**src/rtl/config_chain_loader.sv**
```systemverilog
// Writer side of the tile configuration chain: accepts bitstream words and
// shifts them LSB-first into the daisy-chained config registers.
module config_chain_loader #(
  parameter int WORD_WIDTH   = 8,
  parameter int CHAIN_LENGTH = 36
) (
  input  logic                  clock,
  input  logic                  nreset,
  input  logic                  start,
  input  logic [WORD_WIDTH-1:0] data_in,
  input  logic                  data_valid,
  output logic                  data_ready,
  output logic                  config_out,
  output logic                  config_enable,
  output logic                  busy,
  output logic                  done
);

  localparam int CNT_W = $clog2(CHAIN_LENGTH + 1);
  localparam int IDX_W = (WORD_WIDTH > 1) ? $clog2(WORD_WIDTH) : 1;

  typedef enum logic [1:0] {ST_IDLE, ST_SHIFT, ST_DONE} state_t;

  state_t                state_reg, state_next;
  logic [CNT_W-1:0]      remaining_reg, remaining_next;
  logic [WORD_WIDTH-1:0] shifter_reg, shifter_next;
  logic [IDX_W-1:0]      sh_idx_reg, sh_idx_next;
  logic                  sh_full_reg, sh_full_next;
  logic [WORD_WIDTH-1:0] hold_reg, hold_next;
  logic                  hold_full_reg, hold_full_next;
  logic                  cfg_out_reg, cfg_out_next;
  logic                  cfg_en_reg, cfg_en_next;
  logic                  done_reg, done_next;

  logic                  take;
  logic [WORD_WIDTH-1:0] src_word;
  logic [IDX_W-1:0]      src_idx;
  logic                  src_valid;

  assign data_ready    = (state_reg == ST_SHIFT) && !hold_full_reg;
  assign take          = data_valid && data_ready;
  assign busy          = (state_reg == ST_SHIFT);
  assign config_out    = cfg_out_reg;
  assign config_enable = cfg_en_reg;
  assign done          = done_reg;

  always_ff @(posedge clock or negedge nreset) begin
    if (!nreset) begin
      state_reg     <= ST_IDLE;
      remaining_reg <= '0;
      shifter_reg   <= '0;
      sh_idx_reg    <= '0;
      sh_full_reg   <= 1'b0;
      hold_reg      <= '0;
      hold_full_reg <= 1'b0;
      cfg_out_reg   <= 1'b0;
      cfg_en_reg    <= 1'b0;
      done_reg      <= 1'b0;
    end else begin
      state_reg     <= state_next;
      remaining_reg <= remaining_next;
      shifter_reg   <= shifter_next;
      sh_idx_reg    <= sh_idx_next;
      sh_full_reg   <= sh_full_next;
      hold_reg      <= hold_next;
      hold_full_reg <= hold_full_next;
      cfg_out_reg   <= cfg_out_next;
      cfg_en_reg    <= cfg_en_next;
      done_reg      <= done_next;
    end
  end

  always_comb begin
    state_next     = state_reg;
    remaining_next = remaining_reg;
    shifter_next   = shifter_reg;
    sh_idx_next    = sh_idx_reg;
    sh_full_next   = sh_full_reg;
    hold_next      = hold_reg;
    hold_full_next = hold_full_reg;
    cfg_out_next   = 1'b0;
    cfg_en_next    = 1'b0;
    done_next      = 1'b0;
    src_word       = '0;
    src_idx        = '0;
    src_valid      = 1'b0;

    case (state_reg)
      ST_IDLE, ST_DONE: begin
        if (start) begin
          state_next     = ST_SHIFT;
          remaining_next = CNT_W'(CHAIN_LENGTH);
          shifter_next   = '0;
          sh_idx_next    = '0;
          sh_full_next   = 1'b0;
          hold_next      = '0;
          hold_full_next = 1'b0;
        end
      end
      ST_SHIFT: begin
        if (remaining_reg == '0) begin
          // Leftover bits of the last word and any buffered word are dropped.
          state_next     = ST_DONE;
          done_next      = 1'b1;
          sh_full_next   = 1'b0;
          hold_full_next = 1'b0;
        end else begin
          // Source priority: partly drained shifter, then hold buffer, then
          // the word arriving this cycle (bypass keeps first-bit latency at 1).
          if (sh_full_reg) begin
            src_word  = shifter_reg;
            src_idx   = sh_idx_reg;
            src_valid = 1'b1;
            if (take) begin
              hold_next      = data_in;
              hold_full_next = 1'b1;
            end
          end else if (hold_full_reg) begin
            src_word       = hold_reg;
            src_valid      = 1'b1;
            hold_full_next = 1'b0;
          end else if (take) begin
            src_word  = data_in;
            src_valid = 1'b1;
          end

          if (src_valid) begin
            cfg_out_next   = src_word[src_idx];
            cfg_en_next    = 1'b1;
            remaining_next = remaining_reg - CNT_W'(1);
            shifter_next   = src_word;
            if (src_idx == IDX_W'(WORD_WIDTH - 1)) begin
              sh_full_next = 1'b0;
              sh_idx_next  = '0;
            end else begin
              sh_full_next = 1'b1;
              sh_idx_next  = src_idx + IDX_W'(1);
            end
          end
        end
      end
      default: state_next = ST_IDLE;
    endcase
  end

endmodule

```
**config.mk**
```make
export PLATFORM = sky130hd
export DESIGN_NAME = config_chain_loader
export DESIGN_NICKNAME = d
export VERILOG_FILES = /design/src/rtl/config_chain_loader.sv
export SDC_FILE = /design/constraint.sdc
export NUM_CORES = 1
export LEC_CHECK = 0
export BUFFER_PORTS_ARGS = -buffer_cell sky130_fd_sc_hd__buf_4
export CELL_PAD_IN_SITES_DETAIL_PLACEMENT = 1
export CELL_PAD_IN_SITES_GLOBAL_PLACEMENT = 1
export CORE_ASPECT_RATIO = 1.25
export CORE_MARGIN = 3
export CORE_UTILIZATION = 52
export CTS_BUF_LIST = sky130_fd_sc_hd__clkbuf_4
export DETAILED_ROUTE_END_ITERATION = 10
export GPL_TIMING_DRIVEN = 0
export PLACE_DENSITY_LB_ADDON = 0.05
export SLEW_MARGIN = 30
export SYNTH_ARGS = -nofsm -noshare
export SYNTH_HDL_FRONTEND = slang
export SYNTH_SLANG_ARGS = --single-unit
export TNS_END_PERCENT = 100
```
**constraint.sdc**
```tcl
create_clock -name clock -period 3.86 [get_ports clock]
set_clock_uncertainty 0.1 [all_clocks]
set_input_delay 0.193 -clock clock [delete_from_list [all_inputs] [get_ports clock]]
set_output_delay 0.193 -clock clock [all_outputs]
set_load 0.1 [all_outputs]
```
* After elaboration in Yosys (flattened, before gate mapping) *
Index checks and enable logic that the tools add are counted.

word-level totals
  register bits = 32
  input bits = 12
  logic and storage cells = 88

cells by class
  $add $sub $neg = 2
  $lt $le $gt $ge = 1
  equality and inequality tests = 11
  muxes and demuxes = 52
  reductions and logical operators = 12

operators by type and width
  kind                   number
  $mux W8                11
  $pmux W8 S2            2
  $mux W1                21
  $mux W3                7
  $mux W6                3
  $pmux W6 S2            1
  $ne A2 B1 Y1 const B   4
  $logic_not A6 Y1       1
  $pmux W3 S2            1
  $reduce_and A3 Y1      2
  $sub A6 B1 Y6 const B  1
  $reduce_and A5 Y1      1
  $lt A3 B4 Y1 const B   1
  $mux W2                2
  $ne A2 B2 Y1 const B   2
  $ne A4 B2 Y1 const B   1
  $pmux W1 S2            2
  $pmux W2 S2            1
  $reduce_and A4 Y1      1
  $add A3 B1 Y3 const B  1
  $bmux W1 S3            1
  $eq A3 B3 Y1 const B   1
  $ne A3 B1 Y1 const B   1
  $eq A2 B1 Y1 const B   1
  7 further kinds        8

* Depth between registers and ports, before layout *
Gate-level depths: netlist (run 1).

  word-level depth = 13
  mapped depth = 8
  gate-level depth less buffers = 7

* Worst setup path before layout (run 1) *
No wires, ideal clock.

  path kind = reg2out
  start = reg state_reg[1]
  end = out data_ready
  arrival = 1.910 ns
  required time = 3.567 ns
  setup slack = 1.657 ns
  stages on the path, launching flop included = 4
  path buffers = 1
  path through = dfrtp_1 -> nand2b_1 -> buf_4 -> nor2_1

between the ends
  cells in the longest elaborated chain, start to end = 2

ends and longest elaborated chain
  what                    line  text
  from (decl)             24    state_t state_reg, state_next;
  from (signal assigned)  60    state_reg <= state_next;
  $eq A2 B1 Y1            40    assign data_ready = (state_reg == ST_SHIFT) && !hold_full_reg;
  $logic_and A1 B1 Y1     40
  to (decl)               12    output logic data_ready,

Every way passes these cells.

* Worst setup path after layout (run 1) *
  start = reg remaining_reg[0]
  end = reg shifter_reg[5]

between the ends
  cells in the longest elaborated chain, start to end = 3

ends and longest elaborated chain
  what                         line  text
  from (decl)                  25    logic [CNT_W-1:0] remaining_reg, remaining_next;
  from (signal assigned)       61    remaining_reg <= remaining_next;
  $logic_not A6 Y1             101   if (remaining_reg == '0) begin
  $ne A2 B2 Y1 (no line)       n/a
  $reduce_and A4 Y1 (no line)  n/a
  to (signal assigned)         62    shifter_reg <= shifter_next;
  to (decl)                    26    logic [WORD_WIDTH-1:0] shifter_reg, shifter_next;

Every way passes these cells.
A chain may end at the register's enable or synchronous reset.

==> flow_summary.yaml, run 1 <==
sta:
  slew_violations: 0
  rsz0062_at_grt: "false"
  fin_crit_sh_pct: 52.3
  max_slew_margin_pct: 66.8
  hold_viol_final: 0
  tightest_slew_ns: 0.494
  max_freq_mhz: 495
  hold_slack_ns: 0.0191
  period_minus_slack_ns: 2.02
  setup_viol: 0
  tns_ns: 0
setup_path:
  endpoint_kind: "flip-flop"
  slowest_stage: "dfrtp_1"
  crit_buf_inv: 1
  cpPeakStageDelay_ns: 0.47
  worst-path-max-fanout: 8
  path_delay_family: "compound AO/OA/AOI/OAI gates"
  startpoint_type: "flip-flop"
  cp_cell_sequence: "inv_1, ha_1, nor2b_1, a21oi_2, o22ai_2, o2bb2ai_1"
  worst-setup-path-type: "flip-flop to flip-flop"
  worst_ep_required_time_ns: 4.02
  worstPathArrival_ns: 2.18
global_routing:
  track_usage_pct: 26.6
  antenna_found_initial: 0
  grt_max_degree: 33
  grt_overflow: 0
  grt_pass1_vias: 1654
  grt_pass1_wl_mm: 8.10
finish:
  diodes: 0
  utilization_pct: 64.0
  nFillCells: 340
  layout_common_cells: "32 x dfrtp_1, 18 x buf_4, 17 x nand2_1"
  final_layout_size_suffix_gt1_share_pct: 22.5
  final_nets: 197
  final_common_cell: "dfrtp_1"
  area_growth_pct: 15.2
die:
  die-width_um: 56.9
  start_util_pct: 55.6
  num_io_pins: 17
  row_count: 22
  die_h_um: 69.6
  dieArea_sq_um: 3960
  core_sq_um: 3030
place:
  place_congestion: 0.851
  port_buffers: 16
  hpwl_mm: 3.37
drt:
  firstDrtPassIters: 4
  vias_per_cell: 6.44
  drt_iter0_markers: 42
  wirelength_mm: 4.65
  detail-route-antenna-nets: 0
  drc: 0
  wl_per_cell_um: 21.3
  vias: 1405
power_and_ir_drop:
  powerDensity_nw_per_um2: 927
  ir_drop_mv: 0.671
  leakage_nw: 0.833
  total_power_mw: 1.80
yosys:
  ys_warn_count: 0
  synth_edf_count: 0
  netlist-cell-type-count: 45
  yosys_most_used_dff: "dfrtp_1"
  syn_area_per_cell_sq_um: 10.7
  ys_seq_area_share_pct: 47.5
  synthArstFlopShare_pct: 100
  syn_area_sq_um: 1680
  syn_inst: 157
  syn_nets: 173
  ys_ff_latch: 32
worst_hold_path:
  min_path_type: "primary input to flip-flop"
clocking:
  cts_tree: "built"
  cts_buffer_depth: 2
  htreeDepth: 2
  root_buffer: "clkbuf_4"
  clock_latency_ns: 0.36
  cts_resized: 0
  path_clk_slew_ns: 0.13
  cts_setup_buffers: 0
  clkSinkCount: 32
  numCtsBuffers: 5
  postCtsHoldBufs: 1
status:
  status: "completed"
run:
  drv_cap: 0
-- cell usage after synthesis (3+ instances only) --
master     count  area share [%]
dfrtp_1       32              48
nand2_1       17             3.8
nor2_1        10             2.2
o21ai_0       10             3.0
nand3_1        8             2.4
o2bb2ai_1      8             4.2
a22oi_1        7             3.1
a22o_1         5             2.6
and2_1         5             1.9
clkbuf_1       4            0.89
ha_1           4             3.0
inv_1          4            0.89
nand2b_1       3             1.1
nor2b_1        3             1.1
-- layer usage --
layer	GRT usage (%)	vias to the layer above	routed length, um
met1	27.6	720	1730
met2	49.4	30	2690
met4	10.6	0	93
li1	-	643	-
met3	6.52	12	138
met5	0	-	0
-- path summary, 6_finish.rpt --
check | from | to | slack [ns] | cells after the start
worst max-delay path | remaining_reg[0] | shifter_reg[5] | 1.84 | 6
worst min-delay path | data_in[4] | hold_reg[4] | 0.02 | 3
worst max register to register | remaining_reg[0] | shifter_reg[5] | 1.84 | 6
worst min register to register | shifter_reg[1] | shifter_reg[1] | 0.40 | 1
max in group asynchronous | nreset | sh_idx_reg[0] | 3.13 | 2
min in group asynchronous | nreset | remaining_reg[2] | 0.20 | 2
-- cell type report --
type	instances	area, sq um	area share, %
Sequential cell	32	801	41.3
Buffer	8	46.3	2.39
Clock inverter	3	42.5	2.19
Clock buffer	5	37.5	1.94
Inverter	5	23.8	1.23
Tap cell	36	45.0	2.32
Multi-Input combinational cell	112	813	41.9
Timing Repair Buffer	17	130	6.71
-- through the flow --
| step | cell area [sq um] | instances | setup slack, ns |
|---|---|---|---|
| floorplan | 1680 | 157 | 1.66 |
| global placement | 1850 | 209 | 1.98 |
| detailed placement | 1850 | 209 | 1.87 |
| CTS | 1940 | 218 | 1.84 |
| global route | 1940 | 218 | 1.69 |
| finish | 1940 | 218 | 1.84 |
-- report_power, final --
group / switching [mW] / internal [mW] / total (mW)
logic: 0.590 / 0.337 / 0.927
clock network: 0.129 / 0.135 / 0.264
registers: 0.131 / 0.476 / 0.607
total: 0.850 / 0.948 / 1.80
-- tightest hold or removal path, stage by stage --
cell	delay [ns]
buf_4	0.11
nand2_1	0.05
o21ai_0	0.07
-- cell families (layout without fill, tap and decap cells) --
| family | count (synthesis) | after routing | share of synthesized area (%) |
|---|---|---|---|
| AND/OR/NAND/NOR | 56 | 56 | 17.2 |
| AO/OA/AOI/OAI | 49 | 49 | 24.8 |
| flip-flops | 32 | 32 | 47.5 |
| buffers and inverters | 13 | 38 | 4.16 |
| adder cells (fa/ha/maj) | 4 | 4 | 2.97 |
| multiplexers | 3 | 3 | 3.34 |
(Power assumes the default switching activity.)
==> run 2, diff against run 1 <==
--- a/config.mk
+++ b/config.mk
@@ -10,7 +10,7 @@
 export CELL_PAD_IN_SITES_GLOBAL_PLACEMENT = 1
 export CORE_ASPECT_RATIO = 1.25
 export CORE_MARGIN = 3
-export CORE_UTILIZATION = 52
+export CORE_UTILIZATION = 43
 export CTS_BUF_LIST = sky130_fd_sc_hd__clkbuf_4
 export DETAILED_ROUTE_END_ITERATION = 10
 export GPL_TIMING_DRIVEN = 0
==> constraint.sdc (replaced) <==
create_clock -name clock -period 1.67 [get_ports clock]
set_clock_uncertainty 0.1 [all_clocks]
set_input_delay 0.0835 -clock clock [delete_from_list [all_inputs] [get_ports clock]]
set_output_delay 0.0835 -clock clock [all_outputs]
set_load 0.1 [all_outputs]
==> run 2 against run 1 <==
  * The run now ends with negative setup slack left
  * Global-route usage is 2.7 points lower
  * Clock-buffer cell count is 1 higher
  * Worst hold slack better by 0.10 ns
  * Clock power is 130% higher
  * Combinational power grew to 3.4 times the previous value
  * Worst setup slack worse by 2.0 ns
  * Register-to-register slack worse by 2.0 ns
  * Cell area is 29% higher
  * Power grew to 2.9 times the previous value
  * Via count is 8.9% higher
  * Sequential power is 130% higher
  * Largest cell class unchanged
  * Largest power group unchanged
==> flow_summary.yaml, run 2 (synthesis results as in run 1) <==
status:
  status: "finished with violations"
  violations: "negative setup slack"
finish:
  nFillCells: 367
  multi_input_area_sq_um: 992
  utilization_pct: 68.7
  stdcell_count: 267
  ff_latch_area_sq_um: 808
  area_growth_pct: 48.3
  diodes: 0
  final_common_cell: "buf_4"
  layout_common_cells: "34 x buf_4, 26 x dfrtp_1, 15 x nand2_1"
  fin_area_sq_um: 2500
  final_nets: 230
  final_layout_size_suffix_gt1_share_pct: 49.3
die:
  core_sq_um: 3630
  start_util_pct: 46.3
  die-width_um: 62.0
  num_io_pins: 17
  dieArea_sq_um: 4710
  die_h_um: 76.0
  row_count: 24
place:
  place_area_sq_um: 1880
  place_congestion: 0.805
  hpwl_mm: 3.17
  place_ws_ns: -0.251
  place_inst: 225
  port_buffers: 16
worst_hold_path:
  min_path_type: "primary input to asynchronous set/reset pin"
clocking:
  htreeDepth: 2
  cts_tree: "built"
  numCtsBuffers: 5
  path_clk_slew_ns: 0.12
  clock_latency_ns: 0.35
  clkSinkCount: 32
  cts_buffer_depth: 2
  root_buffer: "clkbuf_4"
power_and_ir_drop:
  powerDensity_nw_per_um2: 2090
  p_clk_share_pct: 11.8
  pwr-share-seq_pct: 27.0
  comb_power_share_pct: 61.2
  swShare_pct: 44.9
  ir_drop_mv: 1.32
  leakage_nw: 1.06
  p_int_mw: 2.87
  switchingPower_mw: 2.34
run:
  drv_cap: 0
drt:
  wl_per_cell_um: 20.7
  vias_per_cell: 5.73
  firstDrtPassIters: 4
  vias: 1530
  drc: 0
  drt_iter0_markers: 57
  detail-route-antenna-nets: 0
  wirelength_mm: 5.53
setup_path:
  worst_ep_required_time_ns: 1.84
  worst-path-max-fanout: 5
  worst-setup-path-type: "flip-flop to flip-flop"
  endpoint_kind: "flip-flop"
  worstPathArrival_ns: 1.97
  r2r_slack_ns: -0.13
  startpoint_type: "flip-flop"
global_routing:
  grt_max_degree: 33
  antenna_found_initial: 0
  grt_pass1_vias: 1712
  track_usage_pct: 23.9
  grt_overflow: 0
  grt_pass1_wl_mm: 8.20
sta:
  tightest_slew_ns: 0.419
  period_minus_slack_ns: 1.80
  hold_slack_ns: 0.122
  max_slew_margin_pct: 72.1
  hold_viol_final: 0
  setup_viol: 24
  worst_slack_ns: -0.127
  max_freq_mhz: 557
  slew_violations: 0
  fin_crit_sh_pct: 108
  rsz0062_at_grt: "true"
[run 2: per-stage QoR]
step,TNS [ns],power [mW]
finish,-1.38,5.21
global route,-3.19,5.54
CTS,-0.959,4.72
detailed placement,-4.59,3.53
global placement,-2.96,3.40
floorplan,-0.0522,2.96
[run 2: final timing paths]
kind,start,end,cells past startpoint
max,remaining_reg[0],hold_reg[7],7
min in group clock,shifter_reg[3],shifter_reg[3],1
max reg2reg,remaining_reg[0],hold_reg[7],7
max in group asynchronous,nreset,hold_full_reg,2
min,nreset,remaining_reg[5],2
min reg2reg,shifter_reg[3],shifter_reg[3],1
[run 2: what timing repair did]
action,CTS,global route
hold buffers,11,0
resized for setup,48,27
gates cloned,1,0
pin swaps,12,21
setup buffers,13,11
endpoints found under the setup margin,31,30
hold endpoints to repair,49,0
[run 2: cell type report]
type | instances | share of cell area (%)
Multi-Input combinational cell | 112 | 39.7
Clock buffer | 6 | 1.80
Timing Repair Buffer | 51 | 17.8
Buffer | 7 | 3.01
Tap cell | 52 | 2.61
Inverter | 5 | 1.25
Clock inverter | 2 | 1.40
Sequential cell | 32 | 32.4
[run 2: layer usage]
metal / global-route usage (%) / routed length [um] / part of all wire, %
met5: 0 / 0 / 0
met1: 25.8 / 2050 / 37
met4: 7.64 / 90 / 1.6
met3: 6.27 / 215 / 3.9
met2: 42.6 / 3170 / 57
[run 2: power groups by stage]
| stage | logic (mW) | clock network [mW] | registers [mW] |
|---|---|---|---|
| finish | 3.19 | 0.616 | 1.41 |
| global route | 3.42 | 0.669 | 1.44 |
| floorplan | 1.55 | 0 | 1.41 |
| CTS | 2.72 | 0.623 | 1.38 |
| global placement | 2.02 | 0 | 1.38 |
| detailed placement | 2.12 | 0 | 1.40 |
[run 2: critical path: stages (launching register included)]
cell	delay, ns
dfrtp_2	0.43
inv_2	0.08
ha_4	0.13
or2b_4	0.29
o2111ai_4	0.34
buf_6	0.19
nand3_2	0.08
o21ai_2	0.07
